$ cat src/rtl/multi_edge_detect_pkg.sv
// Shared constants, counter-width helper and edge classification for multi_edge_detect.
// Optional idle-timeout feature is enabled by defining MULTI_EDGE_DETECT_TIMEOUT_EN.
package multi_edge_detect_pkg;

    localparam int   DEFAULT_SYNC_STAGES    = 2;
    localparam int   DEFAULT_FILTER_LEN     = 4;
    localparam logic PS2_IDLE_LEVEL         = 1'b1;
    localparam int   DEFAULT_TIMEOUT_CYCLES = 50000;

    typedef enum logic [1:0] {
        EDGE_NONE = 2'd0,
        EDGE_RISE = 2'd1,
        EDGE_FALL = 2'd2
    } edge_kind_t;

    // Width of a counter that must hold values 0..max_val inclusive.
    function automatic int cnt_width(input int max_val);
        return (max_val < 1) ? 1 : $clog2(max_val + 1);
    endfunction

endpackage

$ cat src/rtl/multi_edge_detect_chan.sv
// One channel: synchroniser, stability filter, registered edge strobes and,
// with MULTI_EDGE_DETECT_TIMEOUT_EN defined, a saturating idle-timeout counter.
module multi_edge_detect_chan
    import multi_edge_detect_pkg::*;
#(
    parameter int   SYNC_STAGES    = DEFAULT_SYNC_STAGES,
    parameter int   FILTER_LEN     = DEFAULT_FILTER_LEN,
    parameter logic RESET_LEVEL    = PS2_IDLE_LEVEL,
    parameter int   TIMEOUT_CYCLES = DEFAULT_TIMEOUT_CYCLES
) (
    input  logic clk,
    input  logic rst_n,
    input  logic async_in,
    output logic level,
    output logic rising_edge,
    output logic falling_edge,
    output logic timeout
);

    localparam int                CNT_W   = cnt_width(FILTER_LEN);
    localparam logic [CNT_W-1:0]  CNT_MAX = CNT_W'(FILTER_LEN - 1);

    logic [SYNC_STAGES-1:0] sync_q;
    logic [SYNC_STAGES-1:0] sync_d;
    logic                   sync_s;
    logic                   level_q;
    logic                   level_d;
    logic [CNT_W-1:0]       cnt_q;
    logic [CNT_W-1:0]       cnt_d;
    logic                   rise_q;
    logic                   rise_d;
    logic                   fall_q;
    logic                   fall_d;
    edge_kind_t             edge_kind;

    assign sync_d = {sync_q[SYNC_STAGES-2:0], async_in};
    assign sync_s = sync_q[SYNC_STAGES-1];

    // Any sample agreeing with the current level wipes the accumulated count.
    always_comb begin
        cnt_d     = '0;
        level_d   = level_q;
        edge_kind = EDGE_NONE;
        if (sync_s != level_q) begin
            if (cnt_q == CNT_MAX) begin
                level_d   = sync_s;
                edge_kind = sync_s ? EDGE_RISE : EDGE_FALL;
            end else begin
                cnt_d = cnt_q + CNT_W'(1);
            end
        end
    end

    assign rise_d = (edge_kind == EDGE_RISE);
    assign fall_d = (edge_kind == EDGE_FALL);

    always_ff @(posedge clk or negedge rst_n) begin
        if (!rst_n) begin
            sync_q  <= {SYNC_STAGES{RESET_LEVEL}};
            level_q <= RESET_LEVEL;
            cnt_q   <= '0;
            rise_q  <= 1'b0;
            fall_q  <= 1'b0;
        end else begin
            sync_q  <= sync_d;
            level_q <= level_d;
            cnt_q   <= cnt_d;
            rise_q  <= rise_d;
            fall_q  <= fall_d;
        end
    end

    assign level        = level_q;
    assign rising_edge  = rise_q;
    assign falling_edge = fall_q;

`ifdef MULTI_EDGE_DETECT_TIMEOUT_EN
    localparam int               IDLE_W   = cnt_width(TIMEOUT_CYCLES);
    localparam logic [IDLE_W-1:0] IDLE_MAX = IDLE_W'(TIMEOUT_CYCLES);

    logic [IDLE_W-1:0] idle_q;
    logic [IDLE_W-1:0] idle_d;

    // Cleared on the same edge that registers a strobe, so the flag drops with it.
    always_comb begin
        idle_d = idle_q;
        if (rise_d || fall_d) begin
            idle_d = '0;
        end else if (idle_q != IDLE_MAX) begin
            idle_d = idle_q + IDLE_W'(1);
        end
    end

    always_ff @(posedge clk or negedge rst_n) begin
        if (!rst_n) begin
            idle_q <= '0;
        end else begin
            idle_q <= idle_d;
        end
    end

    assign timeout = (idle_q == IDLE_MAX);
`else
    assign timeout = 1'b0;
`endif

endmodule

$ cat src/rtl/multi_edge_detect.sv
// Multi-channel glitch-filtered edge detector for PS/2 lines and pushbuttons.
// Define MULTI_EDGE_DETECT_TIMEOUT_EN to enable the per-channel idle timeout.
module multi_edge_detect
    import multi_edge_detect_pkg::*;
#(
    parameter int   CHANNELS       = 2,
    parameter int   SYNC_STAGES    = DEFAULT_SYNC_STAGES,
    parameter int   FILTER_LEN     = DEFAULT_FILTER_LEN,
    parameter logic RESET_LEVEL    = PS2_IDLE_LEVEL,
    parameter int   TIMEOUT_CYCLES = DEFAULT_TIMEOUT_CYCLES
) (
    input  logic                Clock,
    input  logic                Reset_n,
    input  logic [CHANNELS-1:0] AsyncIn,
    output logic [CHANNELS-1:0] Level,
    output logic [CHANNELS-1:0] RisingEdge,
    output logic [CHANNELS-1:0] FallingEdge,
    output logic [CHANNELS-1:0] Timeout
);

    for (genvar i = 0; i < CHANNELS; i++) begin : g_chan
        multi_edge_detect_chan #(
            .SYNC_STAGES    (SYNC_STAGES),
            .FILTER_LEN     (FILTER_LEN),
            .RESET_LEVEL    (RESET_LEVEL),
            .TIMEOUT_CYCLES (TIMEOUT_CYCLES)
        ) u_chan (
            .clk          (Clock),
            .rst_n        (Reset_n),
            .async_in     (AsyncIn[i]),
            .level        (Level[i]),
            .rising_edge  (RisingEdge[i]),
            .falling_edge (FallingEdge[i]),
            .timeout      (Timeout[i])
        );
    end

endmodule

$ cat config.mk
export PLATFORM = sky130hd
export DESIGN_NAME = multi_edge_detect
export DESIGN_NICKNAME = d
export VERILOG_FILES = /design/src/rtl/multi_edge_detect_pkg.sv /design/src/rtl/multi_edge_detect_chan.sv /design/src/rtl/multi_edge_detect.sv
export SDC_FILE = /design/constraint.sdc
export NUM_CORES = 1
export LEC_CHECK = 0
export ABC_AREA = 0
export CAP_MARGIN = 10
export CORE_AREA = 2 2 39 41
export CTS_CLUSTER_SIZE = 25
export DETAILED_ROUTE_END_ITERATION = 12
export DIE_AREA = 0 0 41 43
export DONT_BUFFER_PORTS = 1
export GPL_TIMING_DRIVEN = 0
export PLACE_DENSITY = 0.64
export REMOVE_ABC_BUFFERS = 1
export SLEW_MARGIN = 40
export SYNTH_ARGS = -nofsm -noshare
export SYNTH_HDL_FRONTEND = slang
export SYNTH_SLANG_ARGS = --single-unit
$ cat constraint.sdc
create_clock -name Clock -period 1.3 [get_ports Clock]
set_clock_uncertainty 0.15 [all_clocks]
set_input_delay 0.195 -clock Clock [delete_from_list [all_inputs] [get_ports Clock]]
set_output_delay 0.195 -clock Clock [all_outputs]
set_load 0.005 [all_outputs]
==> run summary, run 1 <==
pin count of the biggest net entering global routing - 17
Initial DRC Count - 2
CTS HTree Levels - 1
final hold viol count - 0
Logic pwr share - 0.191
total gr overflow - 0
Via Count - 286
post-synth top area cell - dfrtp_1
vias in the first global route - 314
drt total wl - 821 um
Power, Total - 1.262 mW
fillers - 126
NumNets Final - 50
slew margin rel. - 0.5427
Hold Crit Class - flop to flop
Fmax achieved - 797.0 MHz
max-slew violation count - 0
Die Height - 43 um
Sw Pwr - 328.5 uW
Total GRT Usage - 0.1255
TritonCTS clock tree - yes
leakage - 0.2932 nW
Reg power frac - 0.561
WP buf/inv - 0
Skew-Pair Late Insertion Delay - 0.28 ns
core area - 1384 sq um
setup tns final - 0 ns
Avg Cell Area, Syn - 14.93 sq um
residual DRC count - 0
vias per cell - 4.847
top area cells in the synthesized netlist - dfrtp_1 39%, dfstp_2 25%, buf_4 9.4%
sw frac - 0.2603
CP Capture Type - flop
Worst EP required - 1.36 ns
Worst Path Max Fanout - 5
antenna cell count - 0
critical path arrival - 1.32 ns
Initial Util - 0.4638
Die Area - 1763 sq um
Critical Path Start Type - flop
actual slew at the worst max-slew pin - 0.6837 ns
placed cell area - 605.6 sq um
Mapped Area - 641.9 sq um
Core Util, Final - 0.4892
share of layout cells above drive strength 1 - 0.3721
RSZ-0062 raised after global routing - false
Post-CTS Setup Repair Bufs - 0
I/O Buffers - 0
Setup CP Type - flop to flop
post-route cell area - 676.9 sq um
Syn. warnings - 0
clock network power share - 0.248
Tmin final - 1.255 ns
Routability Congestion - 0.5688
sequential area share after synthesis - 0.6355
# rows - 14
CP top delay family - flip-flops
Chip Width - 41 um
power density cells - 1864 nW/um^2
antenna violations before repair - 0
clock sink count - 16
I/O pin count - 12
Final Cycle Share - 0.9651
Yosys reg bits - 16
CP max stage delay - 0.41 ns
Final HPWL DP - 621.1 um
Area Growth Syn to Fin - 5.458%
TritonCTS Buffers - 3
Reg2Reg Setup Slack - 0.05 ns
Yosys cell types - 10
max_cap viols - 0
WL per Instance - 13.92 um
CP Cell Sequence - ha_2 > nand2b_4 > mux2_2
clock transition at the registers of the reported paths - 0.09 ns
Int Pwr - 933.5 uW
maximum VDD drop - 759.3 uV
Slowest-stage cell, CP - dfrtp_1
post-route ant nets - 0
top cell type's share of synthesized area - 0.3899
Pre-antenna DRT Iters - 2
first-pass GRT wire length - 1400 um
status - finished, final reports clean
final setup fails - 0
Syn Inst Count - 43
clk root buf - clkbuf_4
worst-case clock buffer depth - 2
worst setup margin - 0.04533 ns
Post-Place Worst Slack - 0.01308 ns
## path summary, 6_finish.rpt
check / from / end / cells after the start
max: g_chan[0].u_chan.cnt_q[0]$_DFF_PN0_ / g_chan[0].u_chan.level$_DFFE_PN1P_ / 3
min: g_chan[0].u_chan.sync_q[0]$_DFF_PN1_ / g_chan[0].u_chan.sync_q[1]$_DFF_PN1_ / 0
max reg2reg: g_chan[0].u_chan.cnt_q[0]$_DFF_PN0_ / g_chan[0].u_chan.level$_DFFE_PN1P_ / 3
min reg2reg: g_chan[0].u_chan.sync_q[0]$_DFF_PN1_ / g_chan[0].u_chan.sync_q[1]$_DFF_PN1_ / 0
max in group asynchronous: Reset_n / g_chan[1].u_chan.cnt_q[0]$_DFF_PN0_ / 1
min in group asynchronous: Reset_n / g_chan[0].u_chan.rising_edge$_DFF_PN0_ / 1
## cells by family after synthesis
| logic type | after synthesis | share of synthesized area |
|---|---|---|
| flip-flops | 16 | 0.6355 |
| AND/OR/NAND/NOR | 12 | 0.1638 |
| buffers and inverters | 8 | 0.09357 |
| XOR/XNOR | 2 | 0.02730 |
| multiplexers | 2 | 0.03509 |
| adder cells (fa/ha/maj) | 2 | 0.03898 |
| other | 1 | 0.005842 |
## cells in the final DEF, fill, tap and decap left out, drive strengths merged
cell type,Yosys,layout
dfrtp,10,10
nor3b,8,8
dfstp,6,6
clkbuf,0,4
dlygate4sd3,0,3
xnor2,2,2
nand2b,2,2
and3b,2,2
mux2,2,2
ha,2,2
conb,1,2
## through the flow
stage	instances	hold slack (ns)
3_3_place_gp	52	-0.2503
5_1_grt	59	0.2196
3_5_place_dp	52	-0.2503
6_report	59	0.2112
4_1_cts	59	0.2116
2_1_floorplan	36	-0.2506
## registers in the layout, indices dropped and copies added, names as in the netlist
signal                      count
g_chan.u_chan.sync_q            4
g_chan.u_chan.rising_edge       2
g_chan.u_chan.falling_edge      2
g_chan.u_chan.cnt_q             6
g_chan.u_chan.level             2
## per-layer routing
layer,up-vias,global-route usage,part of all wire
met5,-,0,0
met4,0,0.08000,0.018
met1,136,0.1498,0.42
met3,4,0.03665,0.061
li1,137,-,-
met2,9,0.1875,0.49
## area by class of cell
| type | count | area (sq um) | area share |
|---|---|---|---|
| Sequential cell | 16 | 407.9 | 0.6026 |
| Multi-Input combinational cell | 20 | 182.7 | 0.2699 |
| Clock buffer | 4 | 36.28 | 0.05360 |
| Timing Repair Buffer | 3 | 30.03 | 0.04436 |
| Tap cell | 16 | 20.02 | 0.02957 |
## worst reg2reg max path, delay by kind of cell (launching register included)
family,cells,cell delay [ns]
adders and majority gates,1,0.22
DFF,1,0.41
muxes,1,0.33
and+or+nand+nor,1,0.09
## cells in the mapped netlist, drive strengths merged
library cell / instances
dfstp: 6
mux2: 2
dfrtp: 10
buf: 8
conb: 1
nand2b: 2
ha: 2
and3b: 2
nor3b: 8
xnor2: 2
## what timing repair did
item                                    in CTS  in global routing
resized for setup                            1                  1
endpoints found under the setup margin       1                  1
hold endpoints to repair                    18                  0
hold buffers                                 3                  0
## power by group through the flow
stage	Clock (mW)	Combinational, mW	Sequential, mW
floorplan	0	0.188	0.692
global placement	0	0.199	0.705
detailed placement	0	0.226	0.719
CTS	0.328	0.246	0.710
global route	0.355	0.276	0.726
finish	0.313	0.240	0.708
No activity file was read; power rests on OpenSTA's default activity.
==> run 2, diff against run 1 <==
- HOLD_SLACK_MARGIN: unset -> 0.06
- SLEW_MARGIN: 40 -> 20
==> results of run 2 <==
Same layout as run 1: the final DEF is identical, and so are final timing and power.
==> run 3, diff against run 2 <==
--- a/config.mk
+++ b/config.mk
@@ -9,6 +9,6 @@
 export CAP_MARGIN = 10
-export CORE_AREA = 2 2 39 41
+export CORE_ASPECT_RATIO = 1.4
+export CORE_UTILIZATION = 30
 export CTS_CLUSTER_SIZE = 25
 export DETAILED_ROUTE_END_ITERATION = 12
-export DIE_AREA = 0 0 41 43
 export DONT_BUFFER_PORTS = 1
@@ -16,3 +16,4 @@
 export HOLD_SLACK_MARGIN = 0.06
-export PLACE_DENSITY = 0.64
+export MAX_ROUTING_LAYER = met4
+export PLACE_DENSITY = 0.44
 export REMOVE_ABC_BUFFERS = 1
==> constraint.sdc (replaced) <==
create_clock -name Clock -period 1.3 [get_ports Clock]
set_clock_uncertainty 0.15 [all_clocks]
set_input_delay 0.26 -clock Clock [delete_from_list [all_inputs] [get_ports Clock]]
set_output_delay 0.26 -clock Clock [all_outputs]
set_load 0.005 [all_outputs]
==> run 3 against run 2 <==
Sequential share of layout area fell by 0.55 points. Critical path depth decreased by 3. Critical path type is now flop to primary output. Power down 1.3%. Global-route usage down 3.8 points. Cell area is 0.92% higher. Largest cell class unchanged. Combinational power shrank 3%. Wire length decreased by 7.4%. Critical endpoint is now Level[1]. Flip-flop and latch count unchanged. Clock power shrank 1%. Worst hold slack lost 0.0025 ns. Die area is 32% higher.
==> run summary, run 3 (synthesis gave the netlist of run 1 again) <==
NumNets Final - 50 (unchanged)
leading cell type in the layout, fill and taps excluded - dfrtp_1 (unchanged)
worst-case clock buffer depth - 2 (unchanged)
actual slew at the worst max-slew pin - 0.6851 ns (was 0.6837 ns)
Total GRT Usage - 0.08736 (was 0.1255)
highest-count cells in the layout ignoring fill and taps - 10 x dfrtp_1, 8 x nor3b_1, 6 x dfstp_2, 3 x clkbuf_4, 3 x dlygate4sd3_1 (unchanged)
# rows - 19 (was 14)
pin count of the biggest net entering global routing - 17 (unchanged)
Core Util, Final - 0.3421 (was 0.4892)
Routability Congestion - 0.5639 (was 0.5688)
final setup fails - 0 (unchanged)
Tmin final - 1.263 ns (was 1.255 ns)
Hold Crit Class - flop to flop (unchanged)
TritonCTS Buffers - 3 (unchanged)
Pre-antenna DRT Iters - 3 (was 2)
vias in the first global route - 331 (was 314)
Final HPWL DP - 601.1 um (was 621.1 um)
WL per Instance - 11.88 um (was 13.92 um)
Die Height - 56.73 um (was 43 um)
Setup CP Type - flop to primary output (was flop to flop)
critical path arrival - 0.85 ns (was 1.32 ns)
slew margin rel. - 0.5418 (was 0.5427)
sw frac - 0.2544 (was 0.2603)
Post-CTS Setup Repair Bufs - 0 (unchanged)
status - finished, final reports clean (unchanged)
area occupied by multi-input gates - 182.7 sq um (unchanged)
Initial DRC Count - 6 (was 2)
power density cells - 1823 nW/um^2 (was 1864 nW/um^2)
clock transition at the registers of the reported paths - 0.08 ns (was 0.09 ns)
Fmax achieved - 791.6 MHz (was 797.0 MHz)
clock network power share - 0.248 (about the same)
leakage - 0.2932 nW (unchanged)
worst setup margin - 0.03672 ns (was 0.04533 ns)
first-pass GRT wire length - 1400 um (unchanged)
Sw Pwr - 316.9 uW (was 328.5 uW)
RSZ-0062 raised after global routing - true (was false)
Worst Path Max Fanout - 5 (unchanged)
share of layout cells above drive strength 1 - 0.3721 (unchanged)
I/O Buffers - 0 (unchanged)
Worst EP required - 0.89 ns (was 1.36 ns)
fillers - 208 (was 126)
drt total wl - 760 um (was 821 um)
Chip Width - 41.09 um (was 41 um)
top flop regs - g_chan.u_chan.cnt_q: 6 flops, g_chan.u_chan.sync_q: 4 flops (unchanged)
clock sink count - 16 (unchanged)
largest reg by FF count - g_chan.u_chan.cnt_q (unchanged)
Post-Place Worst Slack - 0.02969 ns (was 0.01308 ns)
CTS HTree Levels - 1 (unchanged)
Reg power frac - 0.566 (was 0.561)
final hold viol count - 0 (unchanged)
Skew-Pair Late Insertion Delay - 0.27 ns (was 0.28 ns)
Area Growth Syn to Fin - 6.433% (was 5.458%)
vias per cell - 4.625 (was 4.847)
residual DRC count - 0 (unchanged)
TritonCTS clock tree - yes (unchanged)
clk root buf - clkbuf_4 (unchanged)
antenna violations before repair - 0 (unchanged)
Via Count - 296 (was 286)
Critical Path Start Type - flop (unchanged)
CP Capture Type - primary output (was flop)
Logic pwr share - 0.186 (was 0.191)
max reg flops - 6 (unchanged)
total gr overflow - 0 (unchanged)
antenna cell count - 0 (unchanged)
Die Area - 2331 sq um (was 1763 sq um)
maximum VDD drop - 895.3 uV (was 759.3 uV)
I/O pin count - 12 (unchanged)
Initial Util - 0.3214 (was 0.4638)
max_cap viols - 0 (unchanged)
Int Pwr - 928.5 uW (was 933.5 uW)
storage element area - 407.9 sq um (unchanged)
post-route ant nets - 0 (unchanged)
Final Cycle Share - 0.9718 (was 0.9651)
max-slew violation count - 0 (unchanged)
WHS - 0.2087 ns (was 0.2112 ns)
core area - 1997 sq um (was 1384 sq um)
## run 3: cell counts in the layout (fill, tap and decap cells not counted)
Identical to the previous run, type by type.
## run 3: final timing paths
kind	depth (start not counted)	start	slack (ns)	to
max in group asynchronous	1	Reset_n	0.25	g_chan[1].u_chan.rising_edge$_DFF_PN0_
max reg2reg	3	g_chan[1].u_chan.cnt_q[0]$_DFF_PN0_	0.06	g_chan[1].u_chan.level$_DFFE_PN1P_
min in group asynchronous	1	Reset_n	0.31	g_chan[1].u_chan.cnt_q[1]$_DFF_PN0_
max	0	g_chan[1].u_chan.level$_DFFE_PN1P_	0.04	Level[1]
min reg2reg	0	g_chan[1].u_chan.sync_q[0]$_DFF_PN1_	0.21	g_chan[1].u_chan.sync_q[1]$_DFF_PN1_
min	0	g_chan[1].u_chan.sync_q[0]$_DFF_PN1_	0.21	g_chan[1].u_chan.sync_q[1]$_DFF_PN1_
## run 3: area by class of cell
cell class / instances / area share
Clock buffer: 4 / 0.05311
Multi-Input combinational cell: 20 / 0.2674
Sequential cell: 16 / 0.5971
Tap cell: 21 / 0.03846
Timing Repair Buffer: 3 / 0.04396
## run 3: what timing repair did
action                                 in CTS  in global routing
gates resized for setup                     0                  2
hold buffers                                3                  0
setup endpoints to repair                   0                  3
endpoints found under the hold margin      18                  0
## run 3: per-layer routing
metal	global-route usage	wire length [um]	vias to the layer above
li1	-	-	135
met1	0.09561	307	152
met2	0.1429	408	9
met3	0.02767	44	0
met4	0.02765	0	0
met5	-	0	-
## run 3: power groups by stage
stage	Combinational, mW	Clock [mW]	Sequential [mW]
2_1_floorplan	0.188	0	0.692
3_3_place_gp	0.202	0	0.707
3_5_place_dp	0.221	0	0.714
4_1_cts	0.234	0.329	0.705
5_1_grt	0.276	0.345	0.724
6_report	0.232	0.309	0.705
## run 3: metrics by stage
stage,instance area [sq um],power [mW],cells,TNS (ns)
2_1_floorplan,585.6,0.8798,36,0
3_3_place_gp,611.8,0.9096,57,0
3_5_place_dp,611.8,0.9344,57,0
4_1_cts,678.2,1.268,64,0
5_1_grt,683.2,1.345,64,-0.003093
6_report,683.2,1.245,64,0
## run 3: worst reg2reg max path, cell delays in order, from the launching register on
cell	delay, ns
dfrtp_1	0.40
ha_2	0.21
nand2b_4	0.08
mux2_2	0.33
